**src/rtl/instr_mem_loader.sv**
```systemverilog
// Boot-time programming controller: turns a length-prefixed little-endian byte stream
// into sequential 32-bit instruction-memory writes while holding the core in reset.
module instr_mem_loader #(
    parameter int MEM_SIZE_WORDS = 1024,
    parameter int TIMEOUT_CYCLES = 1000000
) (
    input  logic        clk_i,
    input  logic        arstn_i,
    input  logic        prog_req_i,
    input  logic        rx_valid_i,
    input  logic [7:0]  rx_data_i,
    output logic        mem_we_o,
    output logic [31:0] mem_addr_o,
    output logic [31:0] mem_wdata_o,
    output logic        core_hold_o,
    output logic        busy_o,
    output logic        done_o,
    output logic        err_o
);
    localparam int IDXW = $clog2(MEM_SIZE_WORDS) + 1;
    localparam int CNTW = (TIMEOUT_CYCLES > 1) ? $clog2(TIMEOUT_CYCLES) : 1;
    localparam logic [CNTW-1:0] IDLE_LAST = CNTW'(TIMEOUT_CYCLES - 1);
    localparam logic [31:0] MEM_WORDS = 32'(MEM_SIZE_WORDS);

    typedef enum logic [2:0] {
        S_IDLE, S_LEN, S_LOAD, S_WRITE, S_DONE, S_ERR
    } state_t;

    state_t          r_state;
    logic [IDXW-1:0] r_len;
    logic [1:0]      r_byte_cnt;
    logic [23:0]     r_asm;
    logic [IDXW-1:0] r_word_idx;
    logic [CNTW-1:0] r_idle_cnt;
    logic            r_mem_we;
    logic [31:0]     r_mem_addr;
    logic [31:0]     r_mem_wdata;
    logic            r_hold;
    logic            r_busy;
    logic            r_done;
    logic            r_err;

    logic [31:0]     w_word;
    logic [IDXW-1:0] w_idx_next;
    logic            w_last_word;
    logic            w_timeout;

    // The same three-byte assembler serves both the length header and payload words.
    assign w_word      = {rx_data_i, r_asm};
    assign w_idx_next  = r_word_idx + IDXW'(1);
    assign w_last_word = (w_idx_next == r_len);
    assign w_timeout   = (TIMEOUT_CYCLES != 0) && (r_idle_cnt == IDLE_LAST);

    always_ff @(posedge clk_i or negedge arstn_i) begin
        if (!arstn_i) begin
            r_state     <= S_IDLE;
            r_len       <= '0;
            r_byte_cnt  <= '0;
            r_asm       <= '0;
            r_word_idx  <= '0;
            r_idle_cnt  <= '0;
            r_mem_we    <= 1'b0;
            r_mem_addr  <= '0;
            r_mem_wdata <= '0;
            r_hold      <= 1'b0;
            r_busy      <= 1'b0;
            r_done      <= 1'b0;
            r_err       <= 1'b0;
        end else begin
            r_mem_we <= 1'b0;
            r_done   <= 1'b0;
            if (prog_req_i) begin
                // A request always (re)opens a session; any byte this cycle is dropped.
                r_state    <= S_LEN;
                r_byte_cnt <= '0;
                r_word_idx <= '0;
                r_idle_cnt <= '0;
                r_err      <= 1'b0;
                r_hold     <= 1'b1;
                r_busy     <= 1'b1;
            end else begin
                case (r_state)
                    S_LEN, S_LOAD: begin
                        if (rx_valid_i) begin
                            r_idle_cnt <= '0;
                            r_byte_cnt <= r_byte_cnt + 2'd1;
                            case (r_byte_cnt)
                                2'd0:    r_asm[7:0]   <= rx_data_i;
                                2'd1:    r_asm[15:8]  <= rx_data_i;
                                2'd2:    r_asm[23:16] <= rx_data_i;
                                default: ;
                            endcase
                            if (r_byte_cnt == 2'd3) begin
                                if (r_state == S_LEN) begin
                                    r_len <= w_word[IDXW-1:0];
                                    if (w_word == '0) begin
                                        r_state <= S_DONE;
                                        r_done  <= 1'b1;
                                    end else if (w_word > MEM_WORDS) begin
                                        r_state <= S_ERR;
                                        r_err   <= 1'b1;
                                        r_busy  <= 1'b0;
                                    end else begin
                                        r_state <= S_LOAD;
                                    end
                                end else begin
                                    r_state     <= S_WRITE;
                                    r_mem_we    <= 1'b1;
                                    r_mem_wdata <= w_word;
                                    r_mem_addr  <= 32'({r_word_idx, 2'b00});
                                end
                            end
                        end else if (w_timeout) begin
                            r_state <= S_ERR;
                            r_err   <= 1'b1;
                            r_busy  <= 1'b0;
                        end else if (TIMEOUT_CYCLES != 0) begin
                            r_idle_cnt <= r_idle_cnt + CNTW'(1);
                        end
                    end
                    S_WRITE: begin
                        r_word_idx <= w_idx_next;
                        // A byte landing here is the first byte of the following word.
                        if (rx_valid_i) begin
                            r_asm[7:0] <= rx_data_i;
                            r_byte_cnt <= 2'd1;
                            r_idle_cnt <= '0;
                        end
                        if (w_last_word) begin
                            r_state <= S_DONE;
                            r_done  <= 1'b1;
                        end else begin
                            r_state <= S_LOAD;
                        end
                    end
                    S_DONE: begin
                        r_state <= S_IDLE;
                        r_hold  <= 1'b0;
                        r_busy  <= 1'b0;
                    end
                    S_IDLE, S_ERR: ;
                    default: r_state <= S_IDLE;
                endcase
            end
        end
    end

    assign mem_we_o    = r_mem_we;
    assign mem_addr_o  = r_mem_addr;
    assign mem_wdata_o = r_mem_wdata;
    assign core_hold_o = r_hold;
    assign busy_o      = r_busy;
    assign done_o      = r_done;
    assign err_o       = r_err;
endmodule

```
**config.mk**
```make
export PLATFORM = sky130hd
export DESIGN_NAME = instr_mem_loader
export DESIGN_NICKNAME = d
export VERILOG_FILES = /design/src/rtl/instr_mem_loader.sv
export SDC_FILE = /design/constraint.sdc
export NUM_CORES = 1
export LEC_CHECK = 0
export ABC_AREA = 1
export CORE_MARGIN = 5
export CORE_UTILIZATION = 45
export CTS_BUF_LIST = sky130_fd_sc_hd__clkbuf_16
export DETAILED_ROUTE_END_ITERATION = 12
export PLACE_DENSITY = 0.68
export SKIP_LAST_GASP = 1
export SLEW_MARGIN = 30
export SYNTH_ARGS = -nofsm -noshare
export SYNTH_HDL_FRONTEND = slang
export SYNTH_SLANG_ARGS = --single-unit
```
**constraint.sdc**
```tcl
create_clock -name clk_i -period 2.58 [get_ports clk_i]
set_clock_uncertainty 0.2 [all_clocks]
set_input_delay 0.387 -clock clk_i [delete_from_list [all_inputs] [get_ports clk_i]]
set_output_delay 0.387 -clock clk_i [all_outputs]
set_load 0.02 [all_outputs]
```
==> results of run 1 <==
synthesized netlist by cell type, drive strengths merged:
| library cell | instances | area, µm² |
|---|---|---|
| nand2 | 197 | 757 |
| dfrtp | 119 | 2980 |
| o21ai | 101 | 509 |
| inv | 95 | 362 |
| nor2 | 51 | 214 |
| nand3 | 42 | 220 |
| buf | 28 | 211 |
| nor3 | 22 | 126 |
| nand4 | 18 | 119 |
| clkbuf | 12 | 45.0 |
| a21oi | 10 | 65.1 |
| xor2 | 9 | 78.8 |
| o22ai | 7 | 43.8 |
| ha | 6 | 75.1 |
| nand3b | 4 | 30.0 |
| nor4 | 3 | 18.8 |
| o31ai | 2 | 25.0 |
| clkinv | 1 | 3.75 |
| conb | 1 | 3.75 |
| mux2i | 1 | 10.0 |
| nor3b | 1 | 12.5 |
| o211ai | 1 | 12.5 |
| o21bai | 1 | 7.51 |
| xnor3 | 1 | 22.5 |
final cells by class:
cell class,count,share of cell area [%]
clock buffers,17,5.73
clock inverters,15,2.51
inverters,96,4.92
multi-input cells,498,32.7
flip-flops and latches,119,40.1
well taps,176,2.97
repair buffers,84,11.0
cells by family (layout without fill, tap and decap cells):
family	count (synthesis)	after routing	synth area share (%)
xor+xnor	10	10	1.70
other cells	1	21	0.0630
simple gates	338	338	25.2
compound gates	122	122	11.1
flops	119	119	50.0
mux	1	1	0.168
buf+inv	136	212	10.4
fa+ha+maj	6	6	1.26
power groups by stage:
stage                     clock network, W  registers [W]  logic (W)
after floorplan                          0        0.00243    0.00101
after global placement                   0        0.00242    0.00148
after detailed placement                 0        0.00243    0.00153
after CTS                          0.00248        0.00240    0.00154
after global routing               0.00258        0.00244    0.00176
final                              0.00245        0.00240    0.00154
layout by cell type (no fill, tap or decap), drive strengths merged, types with 6 or more instances in the layout:
| master | instances |
|---|---|
| nand2 | 197 |
| dfrtp | 119 |
| o21ai | 101 |
| inv | 98 |
| clkdlybuf4s50 | 58 |
| nor2 | 51 |
| nand3 | 42 |
| buf | 25 |
| nor3 | 22 |
| conb | 21 |
| nand4 | 18 |
| clkbuf | 17 |
| a21oi | 10 |
| xor2 | 9 |
| o22ai | 7 |
| clkinv | 7 |
| ha | 6 |
stage by stage:
step	setup slack, ps	utilization, %	instances	hold slack (ps)	area, µm²
2_1_floorplan	685	-	753	-109	6030
3_3_place_gp	202	51.9	972	225	6800
3_5_place_dp	183	51.9	972	233	6800
4_1_cts	255	56.7	1005	285	7420
5_1_grt	67.4	56.7	1005	304	7420
6_report	220	56.7	1005	280	7420
worst max-delay path, cell delays in order, from the launching register on:
cell	delay, ps
dfrtp_1	430
nand3_1	360
inv_2	200
nor2_1	340
inv_1	130
nor2_2	130
nand3_2	150
nand2_1	120
nor2_1	50
nand2_1	70
nand2_1	50
metal layers:
layer	share of wire (%)	global-route usage, %	up-vias
met1	47	26.5	2395
met4	1.1	5.17	0
met2	46	30.4	143
met5	0	0	-
li1	-	-	2495
met3	5.3	5.16	16
registers in the layout (all words and copies together) (netlist names), 2 cells and up:
signal and flops:
r_state 3, r_asm 24, r_word_idx 11, r_len 11
r_idle_cnt 20, mem_addr_o 11, r_byte_cnt 2, mem_wdata_o 32
timing repair:
action,CTS,global route
hold buffers,1,0
setup endpoints to repair,0,0
endpoints found under the hold margin,41,0
worst min-delay path by stage:
stage | from | end | cells after the start | slack [ps]
floorplan | arstn_i | busy_o | 0 | -110
global placement | arstn_i | mem_addr_o[3] | 1 | 220
detailed placement | arstn_i | mem_addr_o[3] | 1 | 230
CTS | mem_addr_o[3] | mem_addr_o[3] | 2 | 290
global route | r_asm[2] | r_asm[2] | 2 | 300
finish | mem_addr_o[3] | mem_addr_o[3] | 2 | 280
==> flow_metrics.tcl, run 1 <==
set metrics [dict create \
    power_density_nw_per_um2 862 \
    yosysSeqAreaShare_pct 50.0 \
    drtAntennaViolNets 0 \
    switching_share_pct 32.4 \
    r2r_slack_ps 220 \
    ir_drop_uv 528 \
    regArea_um2 2980 \
    clockPowerShare_pct 38.3 \
    fin_nets 834 \
    first_pass_iters 5 \
    tightest_slew_ps 593 \
    die_y_um 125 \
    finalCritPeriodShare_pct 91.5 \
    grt_pass1_wl_um 24600 \
    multi_input_area_um2 2430 \
    io_buffers 59 \
    clock_sinks 119 \
    hold_violations 0 \
    vias_per_cell 5.02 \
    r2r_start "r_state[1]" \
    seqPwrFrac_pct 37.6 \
    p_int_w 0.00432 \
    reg2reg_depth 10 \
    synth_warnings 0 \
    core.rowCount 42 \
    finalSetupViolCount 0 \
    clock_latency_ps 410 \
    worstPathArrival_ps 2460 \
    synth_area_um2 5950 \
    drc_errors 0 \
    net-switching-power_w 0.00208 \
    post_drt_wl_per_cell_um 14.5 \
    antenna_found_initial 0 \
    grt_pass1_vias 4842 \
    gp_congestion 0.923 \
    syn_to_final_growth_pct 24.7 \
    avgSynthCellArea_um2 8.12 \
    r2r_end "r_state[1]" \
    clk_pin_slew_ps 50 \
    cts_made_buffers 17 \
    total_power_w 0.00640 \
    status "complete, no violations" \
    slew_headroom_pct 60.5 \
    cts_tree "done" \
    finalWirelength_um 14600 \
    crit_fanout 9 \
    critPathKind "reg -> reg" \
    drv_cap 0 \
    die-area_um2 15600 \
    drive_gt1_share_pct 9.77 \
    rsz0062_at_grt "no" \
    drt-initial-drc-count 332 \
    start_util_pct 45.5 \
    p_comb_share_pct 24.1 \
    ios 81 \
    start_kind "flop" \
    dp_hpwl_um 10700 \
    endpoint_kind "flop" \
    min_period_ps 2360 \
    cts_root_buffer "clkbuf_16" \
    maxSlewViolCount 0 \
    cp-endpoint "r_state[1]" \
    n_antenna_cell 0 \
    setup_tns_ps 0 \
    grt.overflow.total 0 \
    yosysUniqueCellTypes 40 \
    grt_max_degree 84 \
    clockBufferDepth 2 \
    track_usage_pct 19.3 \
    max_freq_ghz 0.424 \
    hold_path_class "reg -> reg" \
    h-tree-depth 4 \
    worstSetupStartpoint "r_state[1]" \
    synth-seq-cells 119 \
    num-fill-cells 1180 \
    critPathRequiredTime_ps 2680 \
    postCtsSetupBuffers 0 \
    p_leak_nw 3.42 \
    cts-resized-gates 0 \
    dieWidth_um 125 \
    via_count 5049 \
    core_um2 13100 \
    syn-instance-count 733 \
]
Note: power is estimated with default switching activity, not from simulation.
==> run 2: changes to the inputs <==
Settings changed: CAP_MARGIN set to 30.
Clock period 2.58 ns to 2.2 ns, I/O delays scaled along.
==> run 2 against run 1 <==
Register-to-register slack worse by 90 ps. Via count up 1.6%. Final cell count up 3.0%. Hold slack is essentially flat. Clock power grew 12%. First-iteration DRC count grew 14%. Wire length down 0.83%. Critical path depth is 1 higher. Die area stayed put. Non-clock buffer count grew 30. Core utilization grew 1.9 points. Design area up 3.4%. Highest routed layer unchanged.
==> flow_metrics.tcl, run 2 (synthesis results as in run 1) <==
set metrics [dict create \
    dp_hpwl_um 10700 \
    clockBufferDepth 2 \
    gr-usage-met2_pct 29.2 \
    switching_share_pct 32.4 \
    p_int_w 0.00507 \
    status "complete, no violations" \
    total_power_w 0.00751 \
    final_common_cell "nand2_1" \
    max_freq_ghz 0.483 \
    grt_use_met1_pct 25.4 \
    min_period_ps 2070 \
    worstPathArrival_ps 2190 \
    critPathRequiredTime_ps 2320 \
    vias_per_cell 4.96 \
    rsz0062_at_grt "yes" \
    fin_util_pct 58.6 \
    p_comb_share_pct 25.7 \
    via_count 5130 \
    first_pass_iters 5 \
    dieWidth_um 125 \
    h-tree-depth 4 \
    core.rowCount 42 \
    crit_fanout 5 \
    hold_path_class "reg -> reg" \
    finalWirelength_um 14500 \
    drc_errors 0 \
    critPathKind "reg -> reg" \
    power_density_nw_per_um2 978 \
    cts_made_buffers 17 \
    most-common-layout-cells "nand2_1, dfrtp_1, inv_1" \
    endpoint_kind "flop" \
    seqPwrFrac_pct 37.6 \
    cts_root_buffer "clkbuf_16" \
    die-area_um2 15600 \
    cts_tree "done" \
    postCtsSetupBuffers 0 \
    maxSlewViolCount 0 \
    drtAntennaViolNets 0 \
    post_drt_wl_per_cell_um 14.0 \
    ios 81 \
    ir_drop_uv 647 \
    grt_max_degree 86 \
    drive_gt1_share_pct 13.9 \
    io_buffers 59 \
    clock_sinks 119 \
    die_y_um 125 \
    design_area_um2 7670 \
    drv_cap 0 \
    syn_to_final_growth_pct 29.0 \
    dpl_cell_area_um2 7030 \
    p_leak_nw 3.55 \
    track_usage_pct 18.4 \
    hold_violations 0 \
    fin_nets 864 \
    finalCritPeriodShare_pct 94.1 \
    clockPowerShare_pct 36.7 \
    busiest_layer "met2" \
    drt-initial-drc-count 380 \
    gp_congestion 0.916 \
    grt_pass1_wl_um 23700 \
    antenna_found_initial 0 \
    start_kind "flop" \
    largest_register_ffs 32 \
    grt.overflow.total 0 \
    start_util_pct 45.5 \
    core_um2 13100 \
    clk_pin_slew_ps 50 \
    net-switching-power_w 0.00243 \
    holdPathStages 2 \
    finalSetupViolCount 0 \
    clock_latency_ps 410 \
    grt_pass1_vias 4881 \
    num-fill-cells 1154 \
    reg2reg_depth 11 \
    met3_usage_pct 4.01 \
    n_antenna_cell 0 \
]
## run 2: cell types whose count changed in the layout (fill, tap and decap cells not counted), sizes merged
cell and change:
buf +30, clkinv +1, bufinv -1
## run 2: final timing paths
kind | from | to | slack (ps)
max | r_word_idx[0] | done_o | 130
min | mem_wdata_o[7] | mem_wdata_o[7] | 280
max reg2reg | r_word_idx[0] | done_o | 130
min reg2reg | mem_wdata_o[7] | mem_wdata_o[7] | 280
max in group asynchronous | arstn_i | r_state[1] | 1130
min in group asynchronous | arstn_i | mem_addr_o[2] | 290
## run 2: timing repair
item / 4_1_cts / 5_1_grt
endpoints found under the hold margin: 119 / 0
setup endpoints to repair: 1 / 8
hold buffers: 1 / 0
gates resized for setup: 1 / 10
pin swaps: 0 / 2
## run 2: routing by layer
layer | share of wire [%] | vias to the layer above | wire length [µm]
li1 | - | 2549 | -
met1 | 46 | 2422 | 6720
met2 | 47 | 139 | 6770
met3 | 5.2 | 20 | 749
met4 | 1.5 | 0 | 213
met5 | 0 | - | 0
## run 2: cell type report
type                            instances  area, µm²  share of cell area (%)
Sequential cell                       119       2980                    38.8
Multi-Input combinational cell        498       2470                    32.2
Timing Repair Buffer                  114       1050                    13.7
Clock buffer                           17        425                    5.54
Inverter                               96        365                    4.76
Tap cell                              176        220                    2.87
Clock inverter                         15        163                    2.12
## run 2: power groups by stage
| stage | combinational, W | sequential (W) | clock [W] |
|---|---|---|---|
| final | 0.00193 | 0.00282 | 0.00275 |
| after global routing | 0.00216 | 0.00287 | 0.00290 |
| after CTS | 0.00193 | 0.00281 | 0.00279 |
| after detailed placement | 0.00191 | 0.00285 | 0 |
| after global placement | 0.00187 | 0.00283 | 0 |
| after floorplan | 0.00118 | 0.00285 | 0 |
## run 2: worst max-delay path, stage by stage, from the launching register on
cell and delay, ps:
dfrtp_1 410, buf_4 150, buf_4 140, nand3_1 120
nand2_1 70, nand2_1 80, nor2_1 40, nor2_1 120
nand3_1 100, nor2_2 120, nand4_1 200, a21oi_2 240
## run 2: per-stage QoR
stage	worst slack [ps]	std cells	hold WS, ps	setup TNS (ps)
global placement	23.3	1002	205	0
global route	-14.6	1035	301	-14.6
CTS	36.4	1035	280	0
detailed placement	-12.0	1002	209	-21.8
floorplan	305	753	-166	0
finish	130	1035	281	0
==> run 3: changes to the inputs <==
Clock period 2.2 ns to 2 ns, I/O delays scaled along.
==> run 3 against run 2 <==
The flow now finishes with violations (negative setup slack). Design area rose by 4.2%. Hold slack got worse by 100 ps. Clock-buffer cell count did not move. Via count rose by 5.2%. Sequential power rose by 10%. Die area did not move. Largest power group unchanged. Core utilization rose by 2.5 points.
==> flow_metrics.tcl, run 3 (synthesis results as in run 1) <==
set metrics [dict create \
    status "complete, but fails checks" \
    violations "negative setup slack" \
    p_leak_nw 3.71 \
    dp_hpwl_um 11300 \
    final_common_cell "nand2_1" \
    cp_cell_sequence "ha_4, nand2_1, nor2_2, nand2_1, nand2_1, nor2_1, nor2_1, nand2_1, nor2_4, nand4_1, nand2_1, nand2_1, nand2_1" \
    dieWidth_um 125 \
    drt-initial-drc-count 418 \
    met3_usage_pct 4.52 \
    slowest_delay_ps 410 \
    hold_violations 0 \
    grt_pass1_wl_um 25200 \
    regArea_um2 2980 \
    critPathBufInv 0 \
    clock_sinks 119 \
    power_density_nw_per_um2 1010 \
    syn_to_final_growth_pct 34.4 \
    cts_made_buffers 17 \
    via_count 5398 \
    die-area_um2 15600 \
    dpl_cell_area_um2 7260 \
    placed_cells 1029 \
    h-tree-depth 4 \
    reg2reg_depth 13 \
    gp_congestion 0.934 \
    finalSetupViolCount 4 \
    path_common_cell "nand2_1" \
    core_um2 13100 \
    min_period_ps 2060 \
    ios 81 \
    io_buffers 59 \
    cts_root_buffer "clkbuf_16" \
    track_usage_pct 19.8 \
    final_cells 1070 \
    rsz0062_at_grt "yes" \
    drc_errors 0 \
    worstPathArrival_ps 2210 \
    crit_fanout 3 \
    clockBufferDepth 2 \
    crit_family "simple AND/OR/NAND/NOR gates" \
    critPathKind "reg -> reg" \
    drive_gt1_share_pct 19.2 \
    critPathRequiredTime_ps 2150 \
    most-common-layout-cells "nand2_1, dfrtp_1, inv_1, o21ai_0, buf_4" \
    start_kind "flop" \
    first_pass_iters 6 \
    core.rowCount 42 \
    antenna_found_initial 0 \
    finalCritPeriodShare_pct 103 \
    fin_nets 899 \
    finalWirelength_um 15200 \
    setup_ws_ps -61.4 \
    grt_max_degree 41 \
    grt_use_met1_pct 26.2 \
    grt.overflow.total 0 \
    design_area_um2 8000 \
    cp.depth 13 \
    largest_register_ffs 32 \
    cts_tree "done" \
    ir_drop_uv 627 \
    multi_input_area_um2 2550 \
    num-fill-cells 1078 \
    clk_pin_slew_ps 60 \
    drv_cap 0 \
    max_freq_ghz 0.485 \
    cpMaxStageDelayCell "dfrtp_2" \
    grt_pass1_vias 5160 \
    post_drt_wl_per_cell_um 14.2 \
    hold_path_class "in -> async" \
    n_antenna_cell 0 \
    clock_latency_ps 410 \
    busiest_layer "met2" \
    endpoint_kind "flop" \
    gr-usage-met2_pct 31.9 \
    start_util_pct 45.5 \
    place_ws_ps -226 \
    r2r_slack_ps -60 \
    total_power_w 0.00809 \
    drtAntennaViolNets 0 \
    vias_per_cell 5.04 \
    die_y_um 125 \
    maxSlewViolCount 0 \
]
run 3: worst paths after layout:
| check | startpoint | to |
|---|---|---|
| max in group asynchronous | arstn_i | r_state[0] |
| setup reg to reg | r_word_idx[0] | r_state[2] |
| hold reg to reg | mem_wdata_o[7] | mem_wdata_o[7] |
| min in group clk_i | mem_wdata_o[7] | mem_wdata_o[7] |
| hold / removal | arstn_i | mem_wdata_o[1] |
| setup / recovery | r_word_idx[0] | r_state[2] |
run 3: timing repair:
action                     4_1_cts  5_1_grt
setup endpoints to repair        3       21
resized for setup                5       31
cloned                           0        1
hold buffers                     1        0
setup buffers                    3        4
pin swaps                        4       12
hold endpoints to repair        36        0
run 3: final cells by class:
| cell class | count | share of cell area, % |
|---|---|---|
| sequential | 119 | 37.3 |
| clock buffer | 17 | 5.32 |
| timing repair buffer | 148 | 16.8 |
| inverter | 96 | 4.60 |
| tap | 176 | 2.75 |
| multi-input combinational | 499 | 31.9 |
| clock inverter | 15 | 1.33 |
run 3: power by group:
group | internal [W] | switching [W] | total, W
Combinational | 0.000892 | 0.00138 | 0.00227
Sequential | 0.00282 | 0.000290 | 0.00311
Clock | 0.00158 | 0.00113 | 0.00271
Total | 0.00529 | 0.00280 | 0.00809
run 3: per-stage QoR:
step | TNS, ps | hold slack, ps | util (%)
final | -168 | 177 | 61.1
after global routing | -758 | 222 | 61.1
after CTS | -132 | 179 | 59.9
after detailed placement | -6240 | 82.9 | 55.5
after global placement | -4600 | 68.9 | 55.5
after floorplan | 0 | -196 | -
run 3: metal layers:
layer,wire length (µm),vias up
li1,-,2630
met1,6700,2554
met4,302,0
met3,900,26
met2,7300,188
met5,0,-
